===== src/rtl/bp_me_stream_ordered_merge.sv =====
// Ordered merge of several BedRock responder streams into one output stream.
// A FIFO of responder ids records the order in which responses are expected.
// The head id selects which source is routed to the output. A source stays
// selected for the whole message and is released only when its last beat is
// accepted downstream.
module bp_me_stream_ordered_merge #(
    // 0 selects the default processor configuration (40-bit physical address)
    parameter int unsigned bp_params_p     = 0,
    parameter int unsigned data_width_p    = 64,
    parameter int unsigned payload_width_p = 8,
    parameter int unsigned num_source_p    = 2,
    parameter int unsigned els_p           = 2,
    localparam int unsigned paddr_width_lp = (bp_params_p == 0) ? 40 : 56,
    // BedRock header: msg_type(4) + subop(4) + addr + size(3) + payload
    localparam int unsigned hdr_width_lp   = 11 + paddr_width_lp + payload_width_p,
    localparam int unsigned src_width_lp   = (num_source_p > 1) ? $clog2(num_source_p) : 1,
    localparam int unsigned cnt_width_lp   = $clog2(els_p + 1)
) (
    input  logic                                   clk_i,
    input  logic                                   reset_i,

    input  logic                                   track_v_i,
    input  logic [src_width_lp-1:0]                track_src_i,
    output logic                                   track_ready_and_o,

    input  logic [num_source_p*hdr_width_lp-1:0]   msg_header_i,
    input  logic [num_source_p*data_width_p-1:0]   msg_data_i,
    input  logic [num_source_p-1:0]                msg_v_i,
    input  logic [num_source_p-1:0]                msg_last_i,
    output logic [num_source_p-1:0]                msg_ready_and_o,

    output logic [hdr_width_lp-1:0]                msg_header_o,
    output logic [data_width_p-1:0]                msg_data_o,
    output logic                                   msg_v_o,
    output logic                                   msg_last_o,
    input  logic                                   msg_ready_and_i,

    output logic [cnt_width_lp-1:0]                outstanding_o
);

    localparam int unsigned ptr_width_lp = (els_p > 1) ? $clog2(els_p) : 1;
    localparam logic [ptr_width_lp-1:0] last_ptr_lp = ptr_width_lp'(els_p - 1);
    localparam logic [cnt_width_lp-1:0] full_cnt_lp = cnt_width_lp'(els_p);

    logic [src_width_lp-1:0] r_ids [els_p];
    logic [ptr_width_lp-1:0] r_rptr;
    logic [ptr_width_lp-1:0] r_wptr;
    logic [cnt_width_lp-1:0] r_count;

    logic                    w_empty;
    logic                    w_full;
    logic [src_width_lp-1:0] w_head;
    logic                    w_push;
    logic                    w_pop;

    function automatic logic [ptr_width_lp-1:0] f_next_ptr(input logic [ptr_width_lp-1:0] p);
        return (p == last_ptr_lp) ? '0 : p + ptr_width_lp'(1);
    endfunction

    // Occupancy flags and the currently selected responder id
    always_comb begin
        w_empty = (r_count == '0);
        w_full  = (r_count == full_cnt_lp);
        w_head  = r_ids[r_rptr];
    end

    // Route the head source to the output; everything idle when nothing is tracked
    always_comb begin
        msg_header_o    = '0;
        msg_data_o      = '0;
        msg_v_o         = 1'b0;
        msg_last_o      = 1'b0;
        msg_ready_and_o = '0;
        for (int unsigned i = 0; i < num_source_p; i++) begin
            if (!w_empty && (w_head == src_width_lp'(i))) begin
                msg_header_o       = msg_header_i[i*hdr_width_lp +: hdr_width_lp];
                msg_data_o         = msg_data_i[i*data_width_p +: data_width_p];
                msg_v_o            = msg_v_i[i];
                msg_last_o         = msg_last_i[i];
                msg_ready_and_o[i] = msg_ready_and_i;
            end
        end
    end

    // Push/pop qualification; a full FIFO refuses pushes even while popping
    always_comb begin
        track_ready_and_o = ~w_full;
        w_push            = track_v_i & ~w_full;
        w_pop             = msg_v_o & msg_ready_and_i & msg_last_o;
        outstanding_o     = r_count;
    end

    // Order FIFO storage, wrapping pointers and occupancy count
    always_ff @(posedge clk_i or posedge reset_i) begin
        if (reset_i) begin
            r_rptr  <= '0;
            r_wptr  <= '0;
            r_count <= '0;
            for (int unsigned i = 0; i < els_p; i++) begin
                r_ids[i] <= '0;
            end
        end else begin
            if (w_push) begin
                r_ids[r_wptr] <= track_src_i;
                r_wptr        <= f_next_ptr(r_wptr);
            end
            if (w_pop) begin
                r_rptr <= f_next_ptr(r_rptr);
            end
            if (w_push && !w_pop) begin
                r_count <= r_count + cnt_width_lp'(1);
            end else if (!w_push && w_pop) begin
                r_count <= r_count - cnt_width_lp'(1);
            end
        end
    end

    // Tracking an id that names no responder is a usage error
    a_track_src_legal: assert property (
        @(posedge clk_i) disable iff (reset_i)
        track_v_i |-> (32'(track_src_i) < num_source_p)
    );

endmodule


===== config.mk =====
export PLATFORM = sky130hd
export DESIGN_NAME = bp_me_stream_ordered_merge
export DESIGN_NICKNAME = d
export VERILOG_FILES = /design/src/rtl/bp_me_stream_ordered_merge.sv
export SDC_FILE = /design/constraint.sdc
export NUM_CORES = 1
export LEC_CHECK = 0
export BUFFER_PORTS_ARGS = -buffer_cell sky130_fd_sc_hd__buf_4
export CORE_AREA = 2 2 151 153
export CTS_CLUSTER_DIAMETER = 40
export DETAILED_ROUTE_END_ITERATION = 6
export DIE_AREA = 0 0 153 155
export MAX_ROUTING_LAYER = met4
export PLACE_DENSITY = 0.39
export SLEW_MARGIN = 40
export SYNTH_ARGS = -nofsm -noshare
export SYNTH_HDL_FRONTEND = slang
export SYNTH_SLANG_ARGS = --single-unit

===== constraint.sdc =====
create_clock -name clk_i -period 3.2 [get_ports clk_i]
set_input_delay 0.16 -clock clk_i [delete_from_list [all_inputs] [get_ports clk_i]]
set_output_delay 0.16 -clock clk_i [all_outputs]
set_load 0.02 [all_outputs]

; ---- Yosys cells after proc, flatten, opt, wreduce, memory -nomap -nowiden
; Cells that the tools add are included.
[classes]
muxes = 20
n_reduce_logical = 10
order_cmp = 3
bitwise = 7
add_sub_neg = 4
eq_ne = 1
[ops]
columns = op, count
row1 = 2-to-1 mux 64 bit, 2
row2 = 2-to-1 mux 59 bit, 2
row3 = 2-to-1 mux 1 bit, 12
row4 = logical AND 1 bit, 5
row5 = ">= comparator 2 bit, second input constant", 2
row6 = 2-to-1 mux 2 bit, 2
row7 = NOT 1 -> 2 bit, 2
row8 = bitwise AND 1 bit, 3
row9 = logical NOT 1 bit, 3
row10 = "adder 1 bit, second input constant", 2
row11 = "adder 2 x 1 -> 2 bit, second input constant", 1
row12 = bitwise mux 2 bit, 1
row13 = "== test 2 bit, second input constant", 1
row14 = logical NOT 2 bit, 1
row15 = "< comparator 2 x 1 -> 1 bit, second input constant", 1
row16 = NOT 1 bit, 2
row17 = nonzero test 2 bit, 1
row18 = "subtractor 2 x 1 -> 2 bit, second input constant", 1
row19 = demux 1 bit (select 1 bit), 1
[totals]
ff_bits = 6
output_inout_bits = 130
wordCells = 50
in_bits = 255

; ---- Longest topological paths before layout
[depth]
depth_word = 13
ltp_mapped = 7

; ---- Worst setup path before layout
; Ideal clock, no wire load.
[synth_path]
kind = reg-to-output
startpoint = register r_rptr
endpoint = output port msg_data_o[51]
stages_incl_launch_ff = 7
required_ns = 3.040
arrival_time_ns = 1.624
n_path_buf = 3
slack_ns = 1.416
cell_sequence = dfrtp_1 -> mux2i_4 -> nor2b_1 -> buf_6 -> buf_6 -> buf_6 -> a22o_1
[synth_between]
elab_chain_cells = 8
word_cells_on_any_way = 9
cone_classes = mux: 5 / bitwise: 2 / reduce/logical: 2
[synth_rtl]
columns = element, line
row1 = "start, declared", 46  ; logic [ptr_width_lp-1:0] r_rptr;
row2 = "start signal, assigned", 108  ; r_rptr <= f_next_ptr(r_rptr);
row3 = NOT 1 -> 2 bit (implied by the code) (*), 64  ; w_head = r_ids[r_rptr];
row4 = 2-to-1 mux 1 bit (implied by the code) (*) (3 in a row), 64
row5 = NOT 1 bit, 75  ; if (!w_empty && (w_head == src_width_lp'(i))) begin
row6 = logical AND 1 bit, 75
row7 = 2-to-1 mux 64 bit, 75
row8 = 2-to-1 mux 64 bit (*), 75
row9 = "end, declared", 33  ; output logic [data_width_p-1:0] msg_data_o,
; Mark *: on every way between the ends. The rest lies on a longest branch, timed or not. The select of a mux whose other input is x is not followed.

; ---- Worst setup path in the final report
[layout_path]
startpoint = register r_rptr
endpoint = output port msg_data_o[61]
; Same word-level chain as after synthesis.

==> impl_metrics.toml <==
[floorplan]
die_y_microns = 155
die_area_sq_um = 23700
dieWidth_microns = 153
start_util_pct = 7.51
top_level_ports = 385
rows = 55
core_area_sq_um = 22200

[yosys]
yosysTopAreaCell = "a22o_1"
postSynthAreaPerCell_sq_um = 8.75
synth-seq-cells = 6
synth_top_area_share_pct = 64.5
netlist_area_sq_um = 1670
ys_warn_count = 0
netlist_top_cells_area = "a22o_1, dfrtp_1, buf_6"
syn-num-nets = 447
yosysSeqAreaShare_pct = 8.99
syn_inst = 191
yosysUniqueCellTypes = 24

[grt]
grt_pass1_wl_mm = 20.9
grt_usage_pct = 11.6
overflow = 0
grt_max_degree = 66
antenna_found_initial = 0
grt_pass1_vias = 3370

[power_and_ir_drop]
power.density_nw_per_um2 = 1300
ir_drop_uv = 535
power_mw = 6.30
p_leak_nw = 2.60

[min_path]
min_path_type = "in -> reg"

[sta]
setup_violations = 0
worst_slew_pin_slew_ns = 0.727
slew_headroom_pct = 51.5
finalHoldViolCount = 0
clock_skew_ns = 0.000230
fin_tns_setup_ns = 0
slew_viol_final = 0
timing.final.crit_share_pct = 82.0
fmax_mhz = 381
layout_min_cycle_time_ns = 2.62
rsz0062_at_grt = "no"

[worst_setup_path]
path_common_cell = "buf_4"
worst_path_max_delay_cell = "buf_4"
arrival_ns = 2.46
path_cells = "mux2i_4, nor2b_4, buf_4, a22o_1, buf_4"
start_kind = "flop"
setup.worst_path.end_class = "output port"
critPathMaxFanout = 65
reg2reg_slack_ns = 1.20
slowest_delay_ns = 0.55
worst-setup-path-type = "reg -> out"
crit_required_ns = 3.04

[layout]
regArea_sq_um = 150
nets = 814
diodes = 0
multi_input_area_sq_um = 1340
area_growth_pct = 190
design_area_sq_um = 4850
drive_above_1_share_pct = 71.2
num-fill-cells = 2472

[clock_network]
h-tree-depth = 1
post_cts_buffers = 0
cts_root_buf = "clkbuf_16"
cts_buffers = 3
clk_latency_ns = 0.23
cts.sinks = 6
cts_tree = "yes"
clockBufferDepth = 2
path_clk_slew_ns = 0.04

[placed_design]
gp_congestion = 1.03
dp_hpwl_mm = 12.8
io_buffers = 384
placed_area_sq_um = 4770

[routing]
drcViolationCount = 0
avgViaCountPerCell = 3.93
wire_per_inst_microns = 17.8
drt-total-wl_mm = 15.0
dr.first_iter.drc_count = 334
drt_pass1_iterations = 4
vias = 3303
ant_nets = 0

[outcome]
status = "complete, no violations"

[flow_run]
maxCapViolCount = 0
-- cell usage after synthesis --
| master | n |
|---|---|
| a21boi_0 | 2 |
| a22o_1 | 123 |
| and2_1 | 1 |
| buf_2 | 13 |
| buf_6 | 9 |
| clkbuf_1 | 5 |
| dfrtp_1 | 6 |
| ha_1 | 1 |
| inv_1 | 1 |
| mux2_2 | 2 |
| mux2i_1 | 4 |
| mux2i_4 | 1 |
| nand2_1 | 3 |
| nand2b_1 | 2 |
| nand3_1 | 1 |
| nand3b_1 | 1 |
| nand4_1 | 1 |
| nor2_1 | 5 |
| nor2_2 | 1 |
| nor2b_1 | 2 |
| o21ai_0 | 1 |
| or4_1 | 2 |
| xnor2_1 | 1 |
| xor2_1 | 3 |
-- layout by cell type, fill, tap and decap left out, drive strengths merged, types with 2 or more instances in the layout --
cell type  synthesis  final
dfrtp              6      6
nor2b              2      2
nand2              3      3
a21boi             2      2
mux2i              5      5
a22o             123    123
buf               22    388
nor2               6      6
or4                2      2
nand2b             2      2
mux2               2      2
xor2               3      3
clkbuf             5      3
-- through the flow --
stage	worst slack, ns	utilization [%]	hold slack, ns	std cells
final	0.577	21.8	0.179	841
after global routing	0.438	21.8	0.184	841
after floorplan	1.42	-	-0.0490	191
after global placement	0.897	21.4	0.103	837
after detailed placement	0.803	21.4	0.111	837
after CTS	0.565	21.8	0.176	841
-- timing repair --
action,in CTS,in global routing
gates resized for setup,0,0
hold endpoints to repair,6,0
hold buffers,1,0
-- logic make-up (layout without fill, tap and decap cells) --
logic type	count (synthesis)	in the layout	synth area share, %
compound gates	126	126	65.7
buf+inv	28	393	11.3
xor+xnor	4	4	2.10
fa+ha+maj	1	1	0.749
simple gates	19	19	6.07
flops	6	6	8.99
mux	7	7	5.09
-- sequential cells by signal, summed over array words and instances, names as in the netlist --
register	count
outstanding_o	2
r_ids	2
r_rptr	1
r_wptr	1
-- path summary, 6_finish.rpt --
kind / start / to / depth (start not counted)
max in group asynchronous: reset_i / r_ids[1]$_DFFE_PP0P_ / 3
min in group asynchronous: reset_i / outstanding_o[0]$_DFFE_PP0P_ / 3
hold reg to reg: r_wptr$_DFFE_PP0P_ / r_wptr$_DFFE_PP0P_ / 1
setup / recovery: r_rptr$_DFFE_PP0P_ / msg_data_o[61] / 5
setup reg to reg: r_rptr$_DFFE_PP0P_ / outstanding_o[1]$_DFFE_PP0P_ / 7
hold / removal: track_src_i / r_ids[0]$_DFFE_PP0P_ / 2
-- worst max-delay path, delay by kind of cell (launching register included) --
kind / cells / cell delay (ns)
AO/OA/AOI/OAI: 1 / 0.29
multiplexers: 1 / 0.47
flip-flops: 1 / 0.47
AND/OR/NAND/NOR: 1 / 0.23
buffers and inverters: 2 / 0.70
-- power breakdown --
| part | internal (mW) | leakage (nW) | total (mW) | switching [mW] |
|---|---|---|---|---|
| clock | 0.161 | 0.0370 | 0.203 | 0.0428 |
| combinational | 2.55 | 2.49 | 5.92 | 3.37 |
| sequential | 0.117 | 0.0685 | 0.176 | 0.0589 |
-- layout make-up --
cell class | count | area share, %
inverters | 1 | 0.0774
well taps | 285 | 7.35
repair buffers | 389 | 60.2
flip-flops and latches | 6 | 3.09
multi-input cells | 157 | 27.7
clock buffers | 3 | 1.55
-- layer usage --
metal	GRT usage, %	up-vias	wire, microns
met5	-	-	0
met3	1.70	8	939
met4	1.68	0	189
li1	-	1541	-
met1	13.5	1575	5710
met2	21.5	179	8170
Note: power is estimated with default switching activity, not from simulation.
